File: config.mk
export PLATFORM = sky130hd
export DESIGN_NAME = wb_charlieplex_flat
export DESIGN_NICKNAME = d
export VERILOG_FILES = /design/src/rtl/wb_charlieplex_if.sv /design/src/rtl/wb_charlieplex.sv /design/src/flat_wrapper.sv
export SDC_FILE = /design/constraint.sdc
export NUM_CORES = 1
export LEC_CHECK = 0
export CORE_ASPECT_RATIO = 2
export CORE_MARGIN = 8
export CORE_UTILIZATION = 40
export DETAILED_ROUTE_END_ITERATION = 7
export GPL_TIMING_DRIVEN = 1
export HOLD_SLACK_MARGIN = 0.12
export PLACE_DENSITY = 0.55
export SYNTH_ARGS = -nofsm -noshare
export SYNTH_HDL_FRONTEND = slang
export SYNTH_SLANG_ARGS = --single-unit
File: constraint.sdc
create_clock -name clk -period 4.9 [get_ports clk]
set_input_delay 1.47 -clock clk [delete_from_list [all_inputs] [get_ports clk]]
set_output_delay 1.47 -clock clk [all_outputs]
set_load 0.005 [all_outputs]
File: src/rtl/wb_charlieplex_if.sv
`default_nettype none
// ---------------------------------------------------------------------------
// wb_charlieplex_if : Wishbone classic slave bundle for wb_charlieplex
// Rev 1.0
// ---------------------------------------------------------------------------
interface wb_charlieplex_if #(
  parameter int ADDR_W = 6
);
  logic              wb_cyc_i;
  logic              wb_stb_i;
  logic              wb_we_i;
  logic [ADDR_W-1:0] wb_adr_i;
  logic [7:0]        wb_dat_i;
  logic [7:0]        wb_dat_o;
  logic              wb_ack_o;

  modport master (
    output wb_cyc_i, wb_stb_i, wb_we_i, wb_adr_i, wb_dat_i,
    input  wb_dat_o, wb_ack_o
  );

  modport slave (
    input  wb_cyc_i, wb_stb_i, wb_we_i, wb_adr_i, wb_dat_i,
    output wb_dat_o, wb_ack_o
  );
endinterface
`default_nettype wire

File: src/rtl/wb_charlieplex.sv
`default_nettype none
// ---------------------------------------------------------------------------
// wb_charlieplex : Wishbone charlieplexed LED driver with per-LED PWM.
// Option macro CHARLIE_READBACK_EN enables framebuffer readback.   Rev 1.0
// ---------------------------------------------------------------------------
module wb_charlieplex #(
  parameter int PINS           = 7,
  parameter int BRIGHT_W       = 4,
  parameter int TICKS_PER_STEP = 4,
  parameter int DEAD_CYCLES    = 2
) (
  input  logic            clk,
  input  logic            rst_n,
  wb_charlieplex_if.slave wb,
  output logic [PINS-1:0] charlie_o,
  output logic [PINS-1:0] charlie_oe
);
  localparam int ADDR_W = $clog2(PINS*PINS+1);
  localparam int AW     = $clog2(PINS);
  localparam int PW     = (TICKS_PER_STEP > 1) ? $clog2(TICKS_PER_STEP) : 1;
  localparam int DW     = (DEAD_CYCLES > 1) ? $clog2(DEAD_CYCLES) : 1;

  localparam logic [ADDR_W-1:0]   CTRL_ADDR  = ADDR_W'(PINS*PINS);
  localparam logic [BRIGHT_W-1:0] PWM_LAST   = BRIGHT_W'((1 << BRIGHT_W) - 2);
  localparam logic [PW-1:0]       PRESC_LAST = PW'(TICKS_PER_STEP - 1);
  localparam logic [DW-1:0]       DEAD_LAST  = DW'(DEAD_CYCLES - 1);
  localparam logic [AW-1:0]       ANODE_LAST = AW'(PINS - 1);

  typedef enum logic [0:0] {
    ST_DEAD = 1'b0,
    ST_SCAN = 1'b1
  } state_e;

  logic                ack_q;
  logic [7:0]          dat_q;
  logic                en_q;
  logic [BRIGHT_W-1:0] fb_q [PINS][PINS];

  state_e              state_q;
  logic [AW-1:0]       anode_q;
  logic [BRIGHT_W-1:0] pwm_q;
  logic [PW-1:0]       presc_q;
  logic [DW-1:0]       dead_q;
  logic [PINS-1:0]     o_q, oe_q;
  logic [PINS-1:0]     o_d, oe_d;

  logic       req_d;
  logic       wr_d;
  logic [7:0] rd_d;
  logic       unused_dat;

  assign req_d      = wb.wb_cyc_i & wb.wb_stb_i & ~ack_q;
  assign wr_d       = req_d & wb.wb_we_i;
  assign unused_dat = ^wb.wb_dat_i;

  assign wb.wb_ack_o = ack_q;
  assign wb.wb_dat_o = dat_q;
  assign charlie_o   = o_q;
  assign charlie_oe  = oe_q;

  always_comb begin
    rd_d = 8'h00;
    if (wb.wb_adr_i == CTRL_ADDR) rd_d = {7'b0, en_q};
`ifdef CHARLIE_READBACK_EN
    for (int a = 0; a < PINS; a++) begin
      for (int k = 0; k < PINS; k++) begin
        if (wb.wb_adr_i == ADDR_W'(a*PINS + k)) rd_d = 8'(fb_q[a][k]);
      end
    end
`endif
  end

  // Diagonal cells are never written, so they stay 0 and read back as 0.
  always_ff @(posedge clk or negedge rst_n) begin
    if (!rst_n) begin
      ack_q <= 1'b0;
      dat_q <= 8'h00;
      en_q  <= 1'b0;
      for (int a = 0; a < PINS; a++) begin
        for (int k = 0; k < PINS; k++) fb_q[a][k] <= '0;
      end
    end else begin
      ack_q <= req_d;
      dat_q <= req_d ? rd_d : 8'h00;
      if (wr_d && (wb.wb_adr_i == CTRL_ADDR)) en_q <= wb.wb_dat_i[0];
      for (int a = 0; a < PINS; a++) begin
        for (int k = 0; k < PINS; k++) begin
          if ((a != k) && wr_d && (wb.wb_adr_i == ADDR_W'(a*PINS + k)))
            fb_q[a][k] <= wb.wb_dat_i[BRIGHT_W-1:0];
        end
      end
    end
  end

  always_comb begin
    o_d  = '0;
    oe_d = '0;
    if (state_q == ST_SCAN) begin
      for (int k = 0; k < PINS; k++) begin
        if (anode_q == AW'(k)) begin
          o_d[k]  = 1'b1;
          oe_d[k] = 1'b1;
        end else begin
          oe_d[k] = (pwm_q < fb_q[anode_q][k]);
        end
      end
    end
  end

  // Outputs are gated by the current enable so a disable blanks the pins on the next edge.
  always_ff @(posedge clk or negedge rst_n) begin
    if (!rst_n) begin
      state_q <= ST_DEAD;
      anode_q <= '0;
      pwm_q   <= '0;
      presc_q <= '0;
      dead_q  <= '0;
      o_q     <= '0;
      oe_q    <= '0;
    end else if (!en_q) begin
      state_q <= ST_DEAD;
      anode_q <= '0;
      pwm_q   <= '0;
      presc_q <= '0;
      dead_q  <= '0;
      o_q     <= '0;
      oe_q    <= '0;
    end else begin
      o_q  <= o_d;
      oe_q <= oe_d;
      case (state_q)
        ST_DEAD: begin
          if (dead_q == DEAD_LAST) begin
            state_q <= ST_SCAN;
            presc_q <= '0;
            pwm_q   <= '0;
          end else begin
            dead_q <= dead_q + 1'b1;
          end
        end
        ST_SCAN: begin
          if (presc_q == PRESC_LAST) begin
            presc_q <= '0;
            if (pwm_q == PWM_LAST) begin
              pwm_q   <= '0;
              dead_q  <= '0;
              state_q <= ST_DEAD;
              anode_q <= (anode_q == ANODE_LAST) ? '0 : anode_q + 1'b1;
            end else begin
              pwm_q <= pwm_q + 1'b1;
            end
          end else begin
            presc_q <= presc_q + 1'b1;
          end
        end
        default: state_q <= ST_DEAD;
      endcase
    end
  end
endmodule
`default_nettype wire
File: src/flat_wrapper.sv
// flat-port wrapper written by rule: the top's interface ports become plain ports
module wb_charlieplex_flat 
#(
  parameter int PINS           = 7,
  parameter int BRIGHT_W       = 4,
  parameter int TICKS_PER_STEP = 4,
  parameter int DEAD_CYCLES    = 2
)
  (clk, rst_n, charlie_o, charlie_oe, wb_wb_cyc_i, wb_wb_stb_i, wb_wb_we_i, wb_wb_adr_i, wb_wb_dat_i, wb_wb_dat_o, wb_wb_ack_o);
  wb_charlieplex_if wb_i ();
  input  logic clk;
  input  logic rst_n;
  output logic [PINS-1:0] charlie_o;
  output logic [PINS-1:0] charlie_oe;
  input wire logic [$bits(wb_i.wb_cyc_i)-1:0] wb_wb_cyc_i;
  input wire logic [$bits(wb_i.wb_stb_i)-1:0] wb_wb_stb_i;
  input wire logic [$bits(wb_i.wb_we_i)-1:0] wb_wb_we_i;
  input wire logic [$bits(wb_i.wb_adr_i)-1:0] wb_wb_adr_i;
  input wire logic [$bits(wb_i.wb_dat_i)-1:0] wb_wb_dat_i;
  output wire logic [$bits(wb_i.wb_dat_o)-1:0] wb_wb_dat_o;
  output wire logic [$bits(wb_i.wb_ack_o)-1:0] wb_wb_ack_o;
  assign wb_i.wb_cyc_i = wb_wb_cyc_i;
  assign wb_i.wb_stb_i = wb_wb_stb_i;
  assign wb_i.wb_we_i = wb_wb_we_i;
  assign wb_i.wb_adr_i = wb_wb_adr_i;
  assign wb_i.wb_dat_i = wb_wb_dat_i;
  assign wb_wb_dat_o = wb_i.wb_dat_o;
  assign wb_wb_ack_o = wb_i.wb_ack_o;
  wb_charlieplex #(.PINS(PINS), .BRIGHT_W(BRIGHT_W), .TICKS_PER_STEP(TICKS_PER_STEP), .DEAD_CYCLES(DEAD_CYCLES)) u_core (.clk(clk), .rst_n(rst_n), .wb(wb_i), .charlie_o(charlie_o), .charlie_oe(charlie_oe));
endmodule
=== Yosys cells after proc, flatten, opt, wreduce, memory -nomap -nowiden ===
Index checks and enable logic that the tools add are counted.

* Bits in registers: 203
* Bits of input ports: 19
* Word-level logic and storage cells: 221

* Add/subtract/negate cells: 4
* $lt $le $gt $ge: 8
* Equality and inequality tests: 57
* Muxes and demuxes: 47
* Bitwise gates (word level): 6
* Reduce and logical (&&, ||, !) cells: 47

{| class="wikitable"
|+ Operator list
! cell !! number
|-
| $eq 6x6->1 const B || 15
|-
| $bmux 28 s3 || 1
|-
| $eq 6x5->1 const B || 14
|-
| $mux 28 || 2
|-
| $logic_and 1x1->1 || 43
|-
| $eq 6x4->1 const B || 7
|-
| $lt 4x4->1 || 7
|-
| $mux 7 || 4
|-
| $eq 6x3->1 const B || 4
|-
| $mux 1 || 23
|-
| $mux 4 || 4
|-
| $mux 3 || 5
|-
| $eq 6x2->1 const B || 2
|-
| $eq 3x3->1 const B || 3
|-
| $ne 3x3->1 const B || 3
|-
| $mux 8 || 1
|-
| $pmux 4 s2 || 1
|-
| $eq 3x2->1 const B || 2
|-
| $eq 6x1->1 const B || 1
|-
| $mux 2 || 3
|-
| $ne 2x2->1 const B || 3
|-
| $add 4x1->4 const B || 1
|-
| $eq 4x4->1 const B || 1
|-
| $ge 4x4->1 const B || 1
|-
| other kinds (13) || 18
|}

=== Depth between registers and ports, before layout ===
Gate-level depths: netlist of the first run.

* Depth after elaboration: 8
* Mapped depth: 12
* Depth with buffers taken out: 9

=== Worst setup path before layout of the first run ===
No wires, ideal clock.

* Path kind: input-to-reg
* From: in wb_wb_adr_i[3]
* To: reg u_core.fb_q[164] (netlist bit)
* Data arrival time: 2.720 ns
* Slack: 2.056 ns
* Cell stages on the path: 5
* Path buffers: 1
* Path through: buf_4 nand2b_2 nor3_1 and2b_1 mux2_2

* Word-level cells in the longest chain between the ends: 2

{| class="wikitable"
|+ Ends and longest elaborated chain
! item !! line !! RTL
|-
| start, declared || flat_wrapper.sv:18 || <nowiki>input wire logic [$bits(wb_i.wb_adr_i)-1:0] wb_wb_adr_i;</nowiki>
|-
| $eq 6x3->1 || wb_charlieplex.sv:88 || <nowiki>if ((a != k) && wr_d && (wb.wb_adr_i == ADDR_W'(a*PINS + k)))</nowiki>
|-
| $logic_and 1x1->1 || wb_charlieplex.sv:88 ||
|-
| end signal, assigned by index || wb_charlieplex.sv:89 || <nowiki>fb_q[a][k] <= wb.wb_dat_i[BRIGHT_W-1:0];</nowiki>
|-
| end, declared || wb_charlieplex.sv:37 || <nowiki>logic [BRIGHT_W-1:0] fb_q [PINS][PINS];</nowiki>
|}

Every way passes these cells.
A chain may end at the register's enable or synchronous reset.

=== Worst setup path after layout of the first run ===
* From: in wb_wb_adr_i[5]
* To: reg u_core.fb_q[9] (netlist bit)

* Word-level cells in the longest chain between the ends: 2

{| class="wikitable"
|+ Ends and longest elaborated chain
! item !! line
|-
| $eq 6x6->1 || wb_charlieplex.sv:88
|-
| $logic_and 1x1->1 || wb_charlieplex.sv:88
|}

Every way passes these cells.

==> reports/qor.csv, run 1 <==
metric;value;unit
routed_wl;23.9;mm
track_usage;16.8;%
grtUsageMet3;3.09;%
detail_route.iter0.violations;359;
synth_top_flop_cell;dfrtp_1;
viasPerCell;5.74;
antenna_found_initial;0;
placedCellCount;1051;
met1_usage;20.6;%
vias;6194;
setup_viol;0;
postSynthAreaPerCell;12.8;sq um
initial_core_util;40.2;%
cts_setup_buffers;0;
grt_setup_unrepaired;false;
grt_pass1_vias;6605;
hpwlAfterDp;16.2;mm
drtPass1Iterations;4;
die_w;126;um
drcViolationCount;0;
die_h;237;um
fin_cells;1080;
cts_resized;0;
hp-class;reg -> reg;
p_sw_share;22.2;%
clkLatencyLatePin;0.44;ns
area_delta_synth_final;12.0;%
synth_edf_count;0;
status;completed;
cts_max_path_buffers;2;
ys_types;62;
synth_area_leaders;dfrtp_1, mux2_2, ha_1, mux4_2, mux2i_1;
hold-worst-slack;0.493;ns
ioPinCount;42;
grt_max_degree;104;
rrSetupSlack;1.87;ns
crit_path_end_kind;flip-flop;
setup-tns-final;0;ns
finalHoldViolations;0;
timing.slew.headroom;30.4;%
yosysWarnings;28;
port_buffers;30;
diodes;0;
combPwrFrac;6.1;%
pwr-share-seq;51.6;%
holdBufCountCts;0;
path_max_fanout;11;
root_buffer;clkbuf_16;
power_density;303;nW/um^2
synth_top_area_share;50.4;%
power;3.31;mW
async_reset_ff_share;100;%
internal_power;2.57;mW
final_util;45.0;%
num_rows;81;
core_area;24200;sq um
worst_ep_arrival_time;3.61;ns
overflow;0;
start_kind;primary input;
drive_gt1_share;33.0;%
drtAntennaViolNets;0;
ir_worst_vdd;0.207;mV
grt_pass1_wl;38.3;mm
grt-busiest-layer;met2;
tightest_slew;1.04;ns
ys_ff_latch;196;
max_freq;304;MHz
worstSetupPathType;in -> reg;
fin_crit;3.29;ns
clock_skew;0.00711;ns
cts-buffers-inserted;17;
gp_congestion;0.799;
num-fill-cells;2213;
leakage;5.02;nW
drv_slew;0;
cp.required;5.22;ns
fin_crit_sh;67.2;%
synth.yosys.seq_area_share;50.4;%
netlist_area;9740;sq um
clock-sinks;196;
wire_per_inst;22.1;um
grt_use_met2;28.5;%
dieArea;29900;sq um
synth_cells;761;
cap_viol_max_count;0;
pwr-share-clk;42.3;%
synth_top_area_cell;dfrtp_1;
layout.nets;824;
cts_tree;done;
power.switching;732;uW
cts.clk_slew.worst_paths;0.07;ns
htreeDepth;4;
Yosys cell counts (7+ instances only):
library cell  instances
and3_1                9
buf_4                 9
nor2b_1               8
ha_1                 25
a221o_1              11
mux2i_1              24
o21ai_0              24
a221oi_1              8
inv_1                 7
clkbuf_1             29
a21oi_1              17
a22oi_1               7
nand3_1              12
mux2_2              182
buf_2                16
nand2_1              43
mux4_2               11
nor2_1               31
dfrtp_1             196
worst max-delay path: stages:
cell	delay (ns)
clkdlybuf4s50_1	0.76
nor2b_1	0.36
nand3_1	0.18
nor2_1	0.44
mux2_2	0.39
sequential cells by signal (all words and copies together), names as in the netlist:
name and flops:
u_core.fb_q 168, u_core.charlie_o 7, u_core.charlie_oe 7, u_core.pwm_q 4
u_core.anode_q 3, u_core.presc_q 2, u_core.dead_q 1, u_core.en_q 1
u_core.state_q 1, u_core.wb.wb_ack_o 1, u_core.wb.wb_dat_o 1
kinds of logic (layout without fill, tap and decap cells):
kind of cell / Yosys count / count (layout) / share of synthesized area, %
AO/OA/AOI/OAI: 102 / 102 / 7.31
adder cells (fa/ha/maj): 25 / 25 / 3.21
buffers and inverters: 63 / 86 / 3.06
flip-flops: 196 / 196 / 50.4
multiplexers: 221 / 221 / 26.5
other: 1 / 7 / 0.0385
AND/OR/NAND/NOR: 153 / 153 / 9.48
final cells by class:
cell class / instances / area [sq um] / area share [%]
Tap cell: 290 / 363 / 3.33
Timing Repair Buffer: 50 / 467 / 4.28
Inverter: 7 / 26.3 / 0.241
Clock buffer: 21 / 450 / 4.13
Sequential cell: 196 / 4910 / 45.0
Clock inverter: 8 / 130 / 1.19
Multi-Input combinational cell: 508 / 4560 / 41.8
power groups by stage:
| stage | clock (mW) | sequential [mW] | combinational [mW] |
|---|---|---|---|
| 3_3_place_gp | 0 | 1.73 | 0.199 |
| 2_1_floorplan | 0 | 1.73 | 0.125 |
| 3_5_place_dp | 0 | 1.74 | 0.204 |
| 4_1_cts | 1.44 | 1.71 | 0.205 |
| 6_report | 1.40 | 1.71 | 0.201 |
| 5_1_grt | 1.49 | 1.71 | 0.224 |
path summary, 6_finish.rpt:
check,startpoint,to,cells past startpoint
min in group asynchronous,rst_n,u_core.dead_q,1
min reg2reg,u_core.fb_q[127],u_core.fb_q[127],1
max in group asynchronous,rst_n,u_core.charlie_oe[3],2
min,u_core.fb_q[127],u_core.fb_q[127],1
max,wb_wb_adr_i[5],u_core.fb_q[9],5
max reg2reg,u_core.anode_q[0],u_core.charlie_oe[5],8
metal layers:
| metal | share of wire (%) | up-vias | routed length [um] |
|---|---|---|---|
| met5 | 0 | - | 0 |
| met4 | 2.8 | 0 | 658 |
| met3 | 3.5 | 39 | 829 |
| met2 | 51 | 116 | 12200 |
| met1 | 43 | 3219 | 10200 |
| li1 | - | 2820 | - |
through the flow:
step	setup slack (ns)	cell area, sq um
2_1_floorplan	2.06	9760
3_3_place_gp	1.14	10300
3_5_place_dp	1.19	10300
4_1_cts	1.64	10900
5_1_grt	1.50	10900
6_report	1.61	10900
cell usage in the layout, fill, tap and decap left out, types with 4 or more instances in the layout:
cell	n
and3_1	9
nor2_1	31
nor3_4	4
nand4_1	5
dfrtp_1	194
nand2_1	43
a21oi_1	17
nand2b_1	6
nand3_1	12
buf_4	19
o21ai_0	24
inv_1	7
clkbuf_16	17
a22oi_1	7
nor2b_1	8
a221o_1	11
conb_1	7
mux2i_1	24
clkdlybuf4s50_1	29
a221oi_1	8
ha_1	25
mux4_2	11
mux2_2	182
a21boi_0	4
mux2_1	4
nor3_1	6
No activity file was read; power rests on OpenSTA's default activity.
==> inputs of run 2 (changes only) <==
clock period = 3.38 ns   (was 4.9 ns; I/O delays follow)
==> run 2 against run 1 <==
Effect of this change: sequential share of layout area decreased by 0.67 points; cell count up 2.3%; count of clock-buffer cells in the layout is 1 lower; sequential power rose by 44%; worst hold slack improved by 0.0043 ns; non-clock buffer count up 22; power up 43%; global-route usage rose by 0.39 points; register-to-register slack lost 1.2 ns; routed wire length increased by 2.2%; die area unchanged.
==> reports/qor.csv, run 2 (synthesized netlist as in run 1, its figures left out) <==
metric;value;unit
register_area;4910;sq um
clock-sinks;196;
fin_crit;2.73;ns
critical_path_depth;8;
start_kind;flip-flop;
finalHoldViolations;0;
power;4.74;mW
top_register;u_core.fb_q;
fin_cells;1105;
setup_viol;0;
num_rows;81;
cts_tree;done;
tightest_slew;0.691;ns
pre_cts_ws;0.258;ns
initial_core_util;40.2;%
final_area;11100;sq um
gp_congestion;0.817;
placedCellCount;1073;
grt_pass1_vias;6644;
detail_route.iter0.violations;366;
cts.clk_slew.worst_paths;0.07;ns
cts_resized;0;
setup-tns-final;0;ns
area_delta_synth_final;13.6;%
path_max_fanout;21;
hpwlAfterDp;16.9;mm
drtPass1Iterations;4;
final_util;45.7;%
wire_per_inst;22.1;um
cp_cell_sequence;buf_4 > mux4_2 > a21oi_1 > ha_1 > a21oi_1 > a21oi_1 > a211o_1 > a31oi_1;
grt_setup_unrepaired;false;
clock_skew;0.00857;ns
cts_max_path_buffers;2;
cts_setup_buffers;0;
worst_ep_arrival_time;3.06;ns
die_h;237;um
ioPinCount;42;
leakage;5.14;nW
fin_crit_sh;80.9;%
final_common_cell;dfrtp_1;
drv_slew;0;
power_density;428;nW/um^2
cap_viol_max_count;0;
timing.slew.headroom;54.0;%
htreeDepth;4;
drive_gt1_share;35.1;%
routed_wl;24.4;mm
antenna_found_initial;0;
grt_pass1_wl;39.0;mm
core_area;24200;sq um
die_w;126;um
crit_path_end_kind;flip-flop;
rr_worst_depth;8;
largest_register_ffs;168;
hold-worst-slack;0.497;ns
crit_buf_inv;1;
num-fill-cells;2242;
slowest_stage;dfrtp_2;
cp.required;3.70;ns
fin_ws;0.646;ns
root_buffer;clkbuf_16;
placed_area;10500;sq um
cpPeakStageDelay;0.71;ns
multi_input_area;4560;sq um
hp-class;reg -> reg;
worstSetupPathType;reg -> reg;
drtAntennaViolNets;0;
viasPerCell;5.64;
holdPathStages;1;
grt_max_degree;101;
vias;6234;
overflow;0;
ir_worst_vdd;0.311;mV
track_usage;17.2;%
max_freq;366;MHz
cp_common_cell;a21oi_1;
diodes;0;
critical-path-top-delay-family;compound AO/OA/AOI/OAI gates;
status;completed;
port_buffers;30;
holdBufCountCts;0;
drcViolationCount;0;
layout.nets;846;
dieArea;29900;sq um
mostFrequentLayoutCells;dfrtp_1, mux2_2, nand2_1;
cts-buffers-inserted;17;
clkLatencyLatePin;0.44;ns
-- run 2: cell types whose count changed in the layout (fill, tap and decap cells not counted) --
cell,previous run,this run
buf_12,1,2
bufinv_16,3,2
clkinv_2,0,4
clkbuf_8,2,1
clkinvlp_4,3,2
inv_6,0,2
buf_4,19,40
-- run 2: final cells by class --
type	instances	area share [%]
multi-input cells	508	41.2
repair buffers	72	5.82
clock buffers	20	3.95
clock inverters	12	1.18
well taps	290	3.28
flip-flops and latches	196	44.4
inverters	7	0.237
-- run 2: metal layers --
| metal | track usage (%) | part of all wire, % | vias up |
|---|---|---|---|
| li1 | - | - | 2855 |
| met1 | 21.0 | 43 | 3219 |
| met2 | 29.4 | 51 | 124 |
| met3 | 2.82 | 3.2 | 36 |
| met4 | 6.94 | 2.7 | 0 |
| met5 | 0 | 0 | - |
-- run 2: report_power, final --
group	switching [mW]	internal [mW]
logic	0.164	0.133
clock network	0.879	1.09
registers	0.0439	2.43
total	1.09	3.65
-- run 2: worst paths after layout --
kind | slack, ns | endpoint | startpoint
worst max-delay path | 0.65 | u_core.charlie_oe[4] | u_core.anode_q[1]
worst max register to register | 0.65 | u_core.charlie_oe[4] | u_core.anode_q[1]
worst min register to register | 0.50 | u_core.fb_q[63] | u_core.fb_q[63]
worst min-delay path | 0.50 | u_core.fb_q[63] | u_core.fb_q[63]
max in group asynchronous | 1.92 | u_core.fb_q[123] | rst_n
min in group asynchronous | 0.56 | u_core.presc_q[0] | rst_n
==> inputs of run 3 (changes only) <==
PLACE_DENSITY = 0.57   (was 0.55)
clock period = 2.2 ns   (was 3.38 ns; I/O delays follow)
==> run 3 against run 2 <==
Effect of this change: the run now ends with setup timing left; highest routed layer is now met5; largest power group unchanged; utilization is 3.6 points higher; register-to-register slack got worse by 0.71 ns; clock power rose by 50%.
==> reports/qor.csv, run 3 (synthesized netlist as in run 1, its figures left out) <==
metric;value;unit
status;finished, violations left;
violations;setup timing;
worstSetupPathType;reg -> reg;
hp-class;in -> async;
drcViolationCount;0;
grt_max_degree;52;
final_util;49.2;%
power_density;611;nW/um^2
diodes;0;
path_max_fanout;7;
drv_slew;0;
overflow;0;
rr_worst_depth;8;
area_delta_synth_final;22.5;%
hpwlAfterDp;17.7;mm
grt_setup_unrepaired;true;
wire_per_inst;21.3;um
setup_viol;4;
clock-sinks;196;
die_h;237;um
htreeDepth;4;
finalHoldViolations;0;
fin_ws;-0.0686;ns
port_buffers;30;
cts_tree;done;
root_buffer;clkbuf_16;
fin_crit_sh;103;%
mostFrequentLayoutCells;dfrtp_1, mux2_2, buf_4;
ir_worst_vdd;0.582;mV
top_register;u_core.fb_q;
largest_register_ffs;168;
rr_startpoint;u_core.anode_q[1];
die_w;126;um
cap_viol_max_count;0;
final_area;11900;sq um
max_freq;441;MHz
drtAntennaViolNets;0;
start_kind;flip-flop;
tightest_slew;0.706;ns
crit_path_end_kind;flip-flop;
core_area;24200;sq um
cts-buffers-inserted;17;
layout.nets;925;
cts.clk_slew.worst_paths;0.07;ns
detail_route.iter0.violations;394;
worst_ep_arrival_time;2.64;ns
fin_crit;2.27;ns
initial_core_util;40.2;%
antenna_found_initial;1;
routed_wl;25.2;mm
r2r-end;u_core.charlie_oe[3];
rrSetupSlack;-0.07;ns
drive_gt1_share;43.4;%
vias;6563;
timing.slew.headroom;52.9;%
grt_pass1_vias;7069;
grt_pass1_wl;40.6;mm
ioPinCount;42;
clock_skew;0.00724;ns
num_rows;81;
holdBufCountCts;0;
placed_area;11100;sq um
dieArea;29900;sq um
gp_congestion;0.839;
cp.required;2.58;ns
drtPass1Iterations;4;
cts_max_path_buffers;2;
track_usage;17.7;%
viasPerCell;5.54;
leakage;5.57;nW
clkLatencyLatePin;0.44;ns
final_common_cell;dfrtp_1;
-- run 3: layer usage --
layer / share of wire [%] / track usage (%) / vias up
li1: - / - / 3027
met1: 41 / 20.8 / 3368
met2: 53 / 31.2 / 125
met3: 3.3 / 3.09 / 41
met4: 2.7 / 6.86 / 2
met5: 0.052 / 0 / -
-- run 3: worst max-delay path by stage --
stage	from	endpoint	cells after the start
after floorplan	u_core.anode_q[0]	u_core.charlie_oe[4]	12
after global placement	u_core.anode_q[1]	u_core.charlie_oe[5]	9
after detailed placement	u_core.anode_q[1]	u_core.charlie_oe[5]	9
after CTS	u_core.anode_q[1]	u_core.charlie_oe[3]	8
after global routing	u_core.anode_q[0]	u_core.charlie_oe[4]	9
final	u_core.anode_q[1]	u_core.charlie_oe[3]	8
-- run 3: repair_timing --
action                     in CTS  in global routing
hold endpoints to repair        0                  0
pin swaps                      20                 12
cloned                          0                  0
resized for setup              34                 17
buffers inserted               11                  2
setup endpoints to repair       7                  7
-- run 3: final cells by class --
| class | instances | area [sq um] |
|---|---|---|
| Multi-Input combinational cell | 508 | 4700 |
| Fill cell | 2170 | 12300 |
| Inverter | 7 | 26.3 |
| Clock buffer | 24 | 472 |
| Clock inverter | 8 | 77.6 |
| Sequential cell | 196 | 4910 |
| Tap cell | 290 | 363 |
| Timing Repair Buffer | 151 | 1380 |
-- run 3: report_power, final --
group	switching (mW)	leakage [nW]	internal [mW]
logic	0.273	2.61	0.249
registers	0.0662	2.71	3.73
clock network	1.35	0.252	1.62
-- run 3: through the flow --
step / hold slack, ns / cells / setup slack, ns / total power, mW / TNS (ns)
5_1_grt: 0.205 / 1184 / -0.144 / 7.54 / -0.705
3_5_place_dp: 0.483 / 1141 / -0.439 / 4.38 / -47.00
6_report: 0.179 / 1184 / -0.0686 / 7.28 / -0.167
4_1_cts: 0.182 / 1183 / -0.0558 / 7.35 / -0.189
2_1_floorplan: 0.364 / 767 / -0.0137 / 4.12 / -0.0137
3_3_place_gp: 0.470 / 1141 / -0.392 / 4.36 / -44.24
-- run 3: worst max-delay path, cell delays in order, from the launching register on --
cell	delay [ns]
dfrtp_2	0.48
buf_6	0.16
mux4_2	0.52
a22oi_2	0.19
ha_1	0.28
a21oi_2	0.17
o211ai_1	0.12
a211o_1	0.23
nand2_1	0.06
